File: src/rtl/keypad_num_entry.sv
// rtl/keypad_num_entry.sv - 4x4 keypad scanner with debounce and packed-BCD operand entry
module keypad_num_entry #(
    parameter int CLK_DIV  = 50000,
    parameter int DEBOUNCE = 4,
    parameter int DIGITS   = 8
) (
    input  logic                  clk,
    input  logic                  rst,
    input  logic [3:0]            row,
    output logic [3:0]            col,
    input  logic                  clr,
    output logic                  key_valid,
    output logic [3:0]            key_code,
    output logic [4*DIGITS-1:0]   num_bcd,
    output logic [3:0]            num_cnt,
    output logic                  ovf
);

    localparam int DW = $clog2(CLK_DIV);
    localparam int MW = $clog2(DEBOUNCE + 1);
    localparam logic [DW-1:0] DIV_LAST  = DW'(CLK_DIV - 1);
    localparam logic [MW-1:0] MATCH_MAX = MW'(DEBOUNCE);

    typedef enum logic [1:0] {ST_SCAN, ST_DEB, ST_HOLD} state_t;

    state_t        state, state_n;
    logic [DW-1:0] div;
    logic [1:0]    col_idx, col_idx_n;
    logic [1:0]    cand_row, cand_row_n;
    logic [MW-1:0] match, match_n, match_inc;
    logic          sample, any_low, accept;
    logic [1:0]    low_row;
    logic [3:0]    key_new;

    assign sample    = (div == DIV_LAST);
    assign any_low   = (row != 4'hF);
    assign match_inc = match + MW'(1);
    assign key_new   = {cand_row, col_idx};
    assign col       = ~(4'b0001 << col_idx);

    always_comb begin
        if (!row[0])      low_row = 2'd0;
        else if (!row[1]) low_row = 2'd1;
        else if (!row[2]) low_row = 2'd2;
        else              low_row = 2'd3;
    end

    // match counts agreeing press samples in ST_DEB and release samples in ST_HOLD
    always_comb begin
        state_n    = state;
        col_idx_n  = col_idx;
        cand_row_n = cand_row;
        match_n    = match;
        accept     = 1'b0;
        if (sample) begin
            case (state)
                ST_SCAN: begin
                    if (!any_low) begin
                        col_idx_n = col_idx + 2'd1;
                    end else begin
                        cand_row_n = low_row;
                        match_n    = MW'(1);
                        state_n    = ST_DEB;
                    end
                end
                ST_DEB: begin
                    if (any_low && low_row == cand_row) begin
                        if (match_inc == MATCH_MAX) begin
                            state_n = ST_HOLD;
                            match_n = '0;
                            accept  = 1'b1;
                        end else begin
                            match_n = match_inc;
                        end
                    end else begin
                        state_n   = ST_SCAN;
                        match_n   = '0;
                        col_idx_n = col_idx + 2'd1;
                    end
                end
                ST_HOLD: begin
                    if (any_low) begin
                        match_n = '0;
                    end else if (match_inc == MATCH_MAX) begin
                        state_n   = ST_SCAN;
                        match_n   = '0;
                        col_idx_n = col_idx + 2'd1;
                    end else begin
                        match_n = match_inc;
                    end
                end
                default: begin
                    state_n = ST_SCAN;
                    match_n = '0;
                end
            endcase
        end
    end

    always_ff @(posedge clk) begin
        if (rst) begin
            state    <= ST_SCAN;
            div      <= '0;
            col_idx  <= 2'd0;
            cand_row <= 2'd0;
            match    <= '0;
        end else begin
            state    <= state_n;
            div      <= sample ? '0 : div + DW'(1);
            col_idx  <= col_idx_n;
            cand_row <= cand_row_n;
            match    <= match_n;
        end
    end

    // Operand changes land together with the key_valid pulse
    always_ff @(posedge clk) begin
        if (rst) begin
            key_valid <= 1'b0;
            key_code  <= 4'd0;
            num_bcd   <= '0;
            num_cnt   <= 4'd0;
            ovf       <= 1'b0;
        end else begin
            key_valid <= accept;
            if (accept) key_code <= key_new;
            if (clr) begin
                num_bcd <= '0;
                num_cnt <= 4'd0;
                ovf     <= 1'b0;
            end else if (accept) begin
                if (key_new < 4'd10) begin
                    if (num_cnt == 4'd0 && key_new == 4'd0) begin
                        num_cnt <= num_cnt;
                    end else if (num_cnt == 4'(DIGITS)) begin
                        ovf <= 1'b1;
                    end else begin
                        num_bcd <= {num_bcd[4*DIGITS-5:0], key_new};
                        num_cnt <= num_cnt + 4'd1;
                    end
                end else if (key_new == 4'd14) begin
                    num_bcd <= '0;
                    num_cnt <= 4'd0;
                    ovf     <= 1'b0;
                end
            end
        end
    end

endmodule
File: config.mk
export PLATFORM = sky130hd
export DESIGN_NAME = keypad_num_entry
export DESIGN_NICKNAME = d
export VERILOG_FILES = /design/src/rtl/keypad_num_entry.sv
export SDC_FILE = /design/constraint.sdc
export NUM_CORES = 1
export LEC_CHECK = 0
export BUFFER_PORTS_ARGS = -buffer_cell sky130_fd_sc_hd__buf_2
export CAP_MARGIN = 20
export CORE_UTILIZATION = 37
export DETAILED_ROUTE_END_ITERATION = 8
export PLACE_DENSITY = 0.64
export SYNTH_ARGS = -nofsm -noshare
export SYNTH_HDL_FRONTEND = slang
export SYNTH_SLANG_ARGS = --single-unit
File: constraint.sdc
create_clock -name clk -period 3.8 [get_ports clk]
set_input_delay 0.57 -clock clk [delete_from_list [all_inputs] [get_ports clk]]
set_output_delay 0.57 -clock clk [all_outputs]
set_load 0.005 [all_outputs]
# ---- Yosys cells after proc, flatten, opt, wreduce, memory -nomap -nowiden
# Index checks and enable logic that the tools add are counted.
dict set report classes {
  n_lt_le_gt_ge 1
  bitwise_logic 1
  n_shift 1
  n_reduce_logical 15
  add_sub_neg 4
  n_eq_ne 17
  n_mux 35
}
# op count
set op_table {}
lappend op_table {{2-to-1 mux 32 bit} 4}
lappend op_table {{2-to-1 mux 2 bit} 11}
lappend op_table {{adder 16 x 1 -> 16 bit, second input constant} 1}
lappend op_table {{== test 16 bit, second input constant} 1}
lappend op_table {{2-to-1 mux 4 bit} 4}
lappend op_table {{!= test 2 bit, second input constant} 7}
lappend op_table {{2-to-1 mux 3 bit} 4}
lappend op_table {{case mux 2 bit (3 select lines)} 2}
lappend op_table {{2-to-1 mux 1 bit} 9}
lappend op_table {{case mux 3 bit (3 select lines)} 1}
lappend op_table {{== test 4 bit, second input constant} 2}
lappend op_table {{logical NOT 4 bit} 2}
lappend op_table {{AND reduction 4 bit} 2}
lappend op_table {{AND reduction 6 bit} 1}
lappend op_table {{AND reduction 5 bit} 1}
lappend op_table {{adder 4 x 1 -> 4 bit, second input constant} 1}
lappend op_table {{< comparator 4 bit, second input constant} 1}
lappend op_table {{!= test 4 bit, second input constant} 1}
lappend op_table {{NOT 4 bit} 1}
lappend op_table {{OR reduction 2 bit} 2}
lappend op_table {{left shift 1 x 2 -> 4 bit, first input constant} 1}
lappend op_table {{adder 3 x 1 -> 3 bit, second input constant} 1}
lappend op_table {{== test 3 bit, second input constant} 1}
lappend op_table {{!= test 3 bit, second input constant} 1}
lappend op_table {{11 further kinds} 12}
dict set report totals {
  inputBits 7
  reg_bits 67
  out_inout_bits 46
}

# ---- Longest topological paths before layout
dict set report logic_depth {
  depth_word 9
  depth_mapped 9
}

# ---- Worst setup path after synthesis
# No wires, ideal clock.
dict set report synth_path {
  path_type {in2reg}
  from {in row[1]}
  to {reg num_bcd[0]}
  required_ps 3680
  arrival_ps 1820
  path_stages 8
  setup_ps 120
  slack_ps 1861
  cell_sequence {or3b_1 -> o2111ai_2 -> and3_1 -> buf_4 -> nand3_2 -> buf_6 -> buf_6 -> mux2i_1}
}
dict set report synth_via {
  elab_chain_cells 8
}
# item line_no
set synth_lines {}
lappend synth_lines {{from (decl)} 9} ;# input logic [3:0] row,
lappend synth_lines {{2-to-1 mux 2 bit} 43} ;# else if (!row[1]) low_row = 2'd1;
lappend synth_lines {{2-to-1 mux 2 bit} 42} ;# if (!row[0]) low_row = 2'd0;
lappend synth_lines {{== test 2 bit} 67} ;# if (any_low && low_row == cand_row) begin
lappend synth_lines {{logical AND 1 bit (*)} 67}
lappend synth_lines {{2-to-1 mux 1 bit (*)} 67}
lappend synth_lines {{2-to-1 mux 1 bit (*)} 56} ;# case (state)
lappend synth_lines {{2-to-1 mux 1 bit (*)} 55} ;# if (sample) begin
lappend synth_lines {{AND reduction 4 bit (no line) (*)} -}
lappend synth_lines {{to (signal assigned)} 138} ;# num_bcd <= {num_bcd[4*DIGITS-5:0], key_new};
lappend synth_lines {{to (decl)} 14} ;# output logic [4*DIGITS-1:0] num_bcd,
# Every way passes the cells marked *; elsewhere a longest branch is shown, timed or not.
# A chain may end at the register's enable or synchronous reset.

# ---- Worst setup path after layout
dict set report layout_path {
  from {reg div[0]}
  to {reg num_bcd[10]}
}
dict set report layout_via {
  elab_chain_cells 3
}
# item line_no
set layout_lines {}
lappend layout_lines {{from (decl)} 27} ;# logic [DW-1:0] div;
lappend layout_lines {{from (signal assigned)} 109} ;# div <= sample ? '0 : div + DW'(1);
lappend layout_lines {{== test 16 bit} 35} ;# assign sample = (div == DIV_LAST);
lappend layout_lines {{2-to-1 mux 1 bit} 55}
lappend layout_lines {{AND reduction 4 bit (no line)} -}
# No other way between the ends.

==> results.yml <==
setup_path:
  start_kind: "register"
  critical-path-slowest-cell: "and4_1"
  critPathRequiredTime_ps: 4000
  critPathArrivalTime_ps: 2570
  end_kind: "register"
  cp_max_fo: 36
  critical_path_class: "reg2reg"
  max_stage_delay_ps: 470
  crit_path_cell_trace: "ha_1 > and3_1 > and4_1 > nor3b_4 > nand3_2 > buf_4 > mux2i_1"
floorplanning:
  ios: 53
  dieArea_mm2: 0.009160
  coreArea_mm2: 0.008341
  rows: 33
  die_h_um: 95.71
  initial_core_util_pct: 38.96
  die_x_um: 95.71
synthesis:
  yosysUniqueCellTypes: 49
  synthMuxAreaShare_pct: 11.71
  yosys.area_share.simple_pct: 26.76
  syn-num-nets: 385
  syn_area_mm2: 0.003249
  synthFlopType: "dfxtp_1"
  ys_seq_elements: 67
  ys_seq_area_share_pct: 41.28
  async_flop_share_pct: 0
  avgSynthCellArea_um2: 8.830
  synth-xor-area-share_pct: 3.504
  synth-compound-area-share_pct: 7.393
  synthCells: 368
  synth_top_area_cell: "dfxtp_1"
  synth_area_leaders: "dfxtp_1 (41%), mux2i_1 (12%), nand3_1 (6.5%), nand2_1 (5.3%), ha_1 (3.9%)"
  synth_top_family_by_area: "simple AND/OR/NAND/NOR gates"
  yosysWarnings: 0
  synth_edf_count: 0
  synth_top_area_share_pct: 41.28
  synth_fa_ha_area_share_pct: 3.851
global_routing:
  grt_usage_pct: 15.79
  met1_usage_pct: 20.39
  grt_pass1_wl_um: 11160
  met2_usage_pct: 24.11
  grt_max_degree: 43
  grt_pass1_vias: 2364
  grt_use_met3_pct: 4.502
  grt.busiest_layer: "met2"
  antenna_found_initial: 0
  gr-total-overflow: 0
timing:
  tightestPinTransition_ps: 854.7
  fin_crit_sh_pct: 62.33
  hold_viol_final: 0
  timing.fmax_ghz: 0.4222
  final.setup.tns_ps: 0
  setup_viol: 0
  slew-limit-headroom_pct: 42.88
  finalCriticalPeriod_ps: 2369
  rsz0062_at_grt: "false"
  final.setup_skew_ps: 12.12
  drv_slew: 0
clock_tree:
  cts.sink_count: 67
  clkTransAtPathRegs_ps: 70
  hold_buffers: 0
  cts_root_buf: "clkbuf_8"
  htree_num_levels: 3
  cts_buffers: 9
  cts_setup_buffers: 0
  clk_latency_ps: 350
  cts_tree: "yes"
  clockBufferDepth: 2
  post_cts_resized: 0
worst_hold_path:
  hold_class: "reg2reg"
routing:
  vias: 2667
  drc: 0
  wl_um: 6642
  ant_nets: 0
  detail_route.vias_per_cell: 5.109
  wl_per_cell_um: 12.72
  dr.pass1.iters: 5
  dr.first_iter.drc_count: 123
finish:
  nNetsFinal: 429
  layout_common_cells: "dfxtp_1 (67), buf_2 (52), nand2_1 (46), nand3_1 (42), mux2i_1 (38)"
  num_antenna_cells: 0
  layout_commonest_cell: "dfxtp_1"
  area_growth_pct: 16.83
  drive_above_1_share_pct: 18.94
  finalNonFillerCells: 522
power_and_ir_drop:
  p_seq_share_pct: 48.6
  power_frac_comb_pct: 2.4
  p_sw_share_pct: 20.91
  clkPwrFrac_pct: 49.0
  switchingPower_mw: 0.3039
  power_density_mw_per_mm2: 382.8
  power_mw: 1.453
  ir_worst_vdd_mv: 0.1392
  power.internal_mw: 1.149
  leakage_nw: 1.731
place:
  dp_cells: 506
  dp_hpwl_um: 4564
  gp_congestion: 0.7890
  io_buffers: 52
outcome:
  status: "complete, no violations"
flow_run:
  maxCapViolCount: 0
[registers in the layout (all words and copies together) (netlist names)]
signal and count:
key_code 4, col_idx 2, key_valid 1, num_bcd 32
cand_row 2, div 16, match 3, ovf 1
num_cnt 4, state 2
[power groups by stage]
stage	Clock (mW)	Sequential (mW)	Combinational [mW]
6_report	0.712	0.706	0.0350
5_1_grt	0.757	0.706	0.0388
4_1_cts	0.730	0.706	0.0351
3_5_place_dp	0	0.722	0.0351
3_3_place_gp	0	0.722	0.0346
2_1_floorplan	0	0.722	0.0240
[worst paths after layout]
check	endpoint	from	depth (start not counted)	slack, ps
setup / recovery	num_bcd[10]$_SDFFE_PP0P_	div[0]$_SDFF_PP0_	7	1430
hold / removal	div[0]$_SDFF_PP0_	div[0]$_SDFF_PP0_	1	450
setup reg to reg	num_bcd[10]$_SDFFE_PP0P_	div[0]$_SDFF_PP0_	7	1430
hold reg to reg	div[0]$_SDFF_PP0_	div[0]$_SDFF_PP0_	1	450
[per-layer routing]
layer,part of all wire (%),wire length [µm],up-vias
met5,0,0,-
met4,1.9,126,0
met3,4.6,306,10
met2,45,2994,46
met1,48,3213,1249
li1,-,-,1362
[cell usage after synthesis, types with 8 or more instances]
cell type and count:
dfxtp_1 67, nand2_1 46, nand3_1 42, mux2i_1 38
nor2_1 27, clkbuf_1 16, inv_1 14, nand2b_1 14
a21oi_1 10, ha_1 10, and3_1 8, xor2_1 8
[worst max-delay path: cells and delay by family (launching register included)]
family | cells | cell delay [ps]
flip-flops | 1 | 360
adder cells (fa/ha/maj) | 1 | 180
multiplexers | 1 | 190
AND/OR/NAND/NOR | 4 | 1150
buffers and inverters | 1 | 310
[final cells by class]
class                           count  area, µm²
Multi-Input combinational cell    263       1737
Inverter                           15      56.30
Clock buffer                        9      123.9
Tap cell                          105      131.4
Timing Repair Buffer               56      290.3
Clock inverter                      7      116.4
Sequential cell                    67       1341
Fill cell                         809       4544
[cell families (layout without fill, tap and decap cells)]
group | after synthesis | after routing
simple gates | 168 | 168
flops | 67 | 67
mux | 38 | 38
buf+inv | 38 | 87
compound gates | 34 | 34
xor+xnor | 13 | 13
fa+ha+maj | 10 | 10
[stage by stage]
stage / setup WS, ps / cell area (µm²) / utilization [%] / hold slack, ps
final: 1431 / 3796 / 45.51 / 454.1
after global placement: 1473 / 3556 / 42.63 / 432.3
after CTS: 1431 / 3796 / 45.51 / 455.1
after detailed placement: 1443 / 3556 / 42.63 / 438.3
after global routing: 1238 / 3796 / 45.51 / 486.9
after floorplan: 1861 / 3249 / - / 417.5
(Power assumes the default switching activity.)
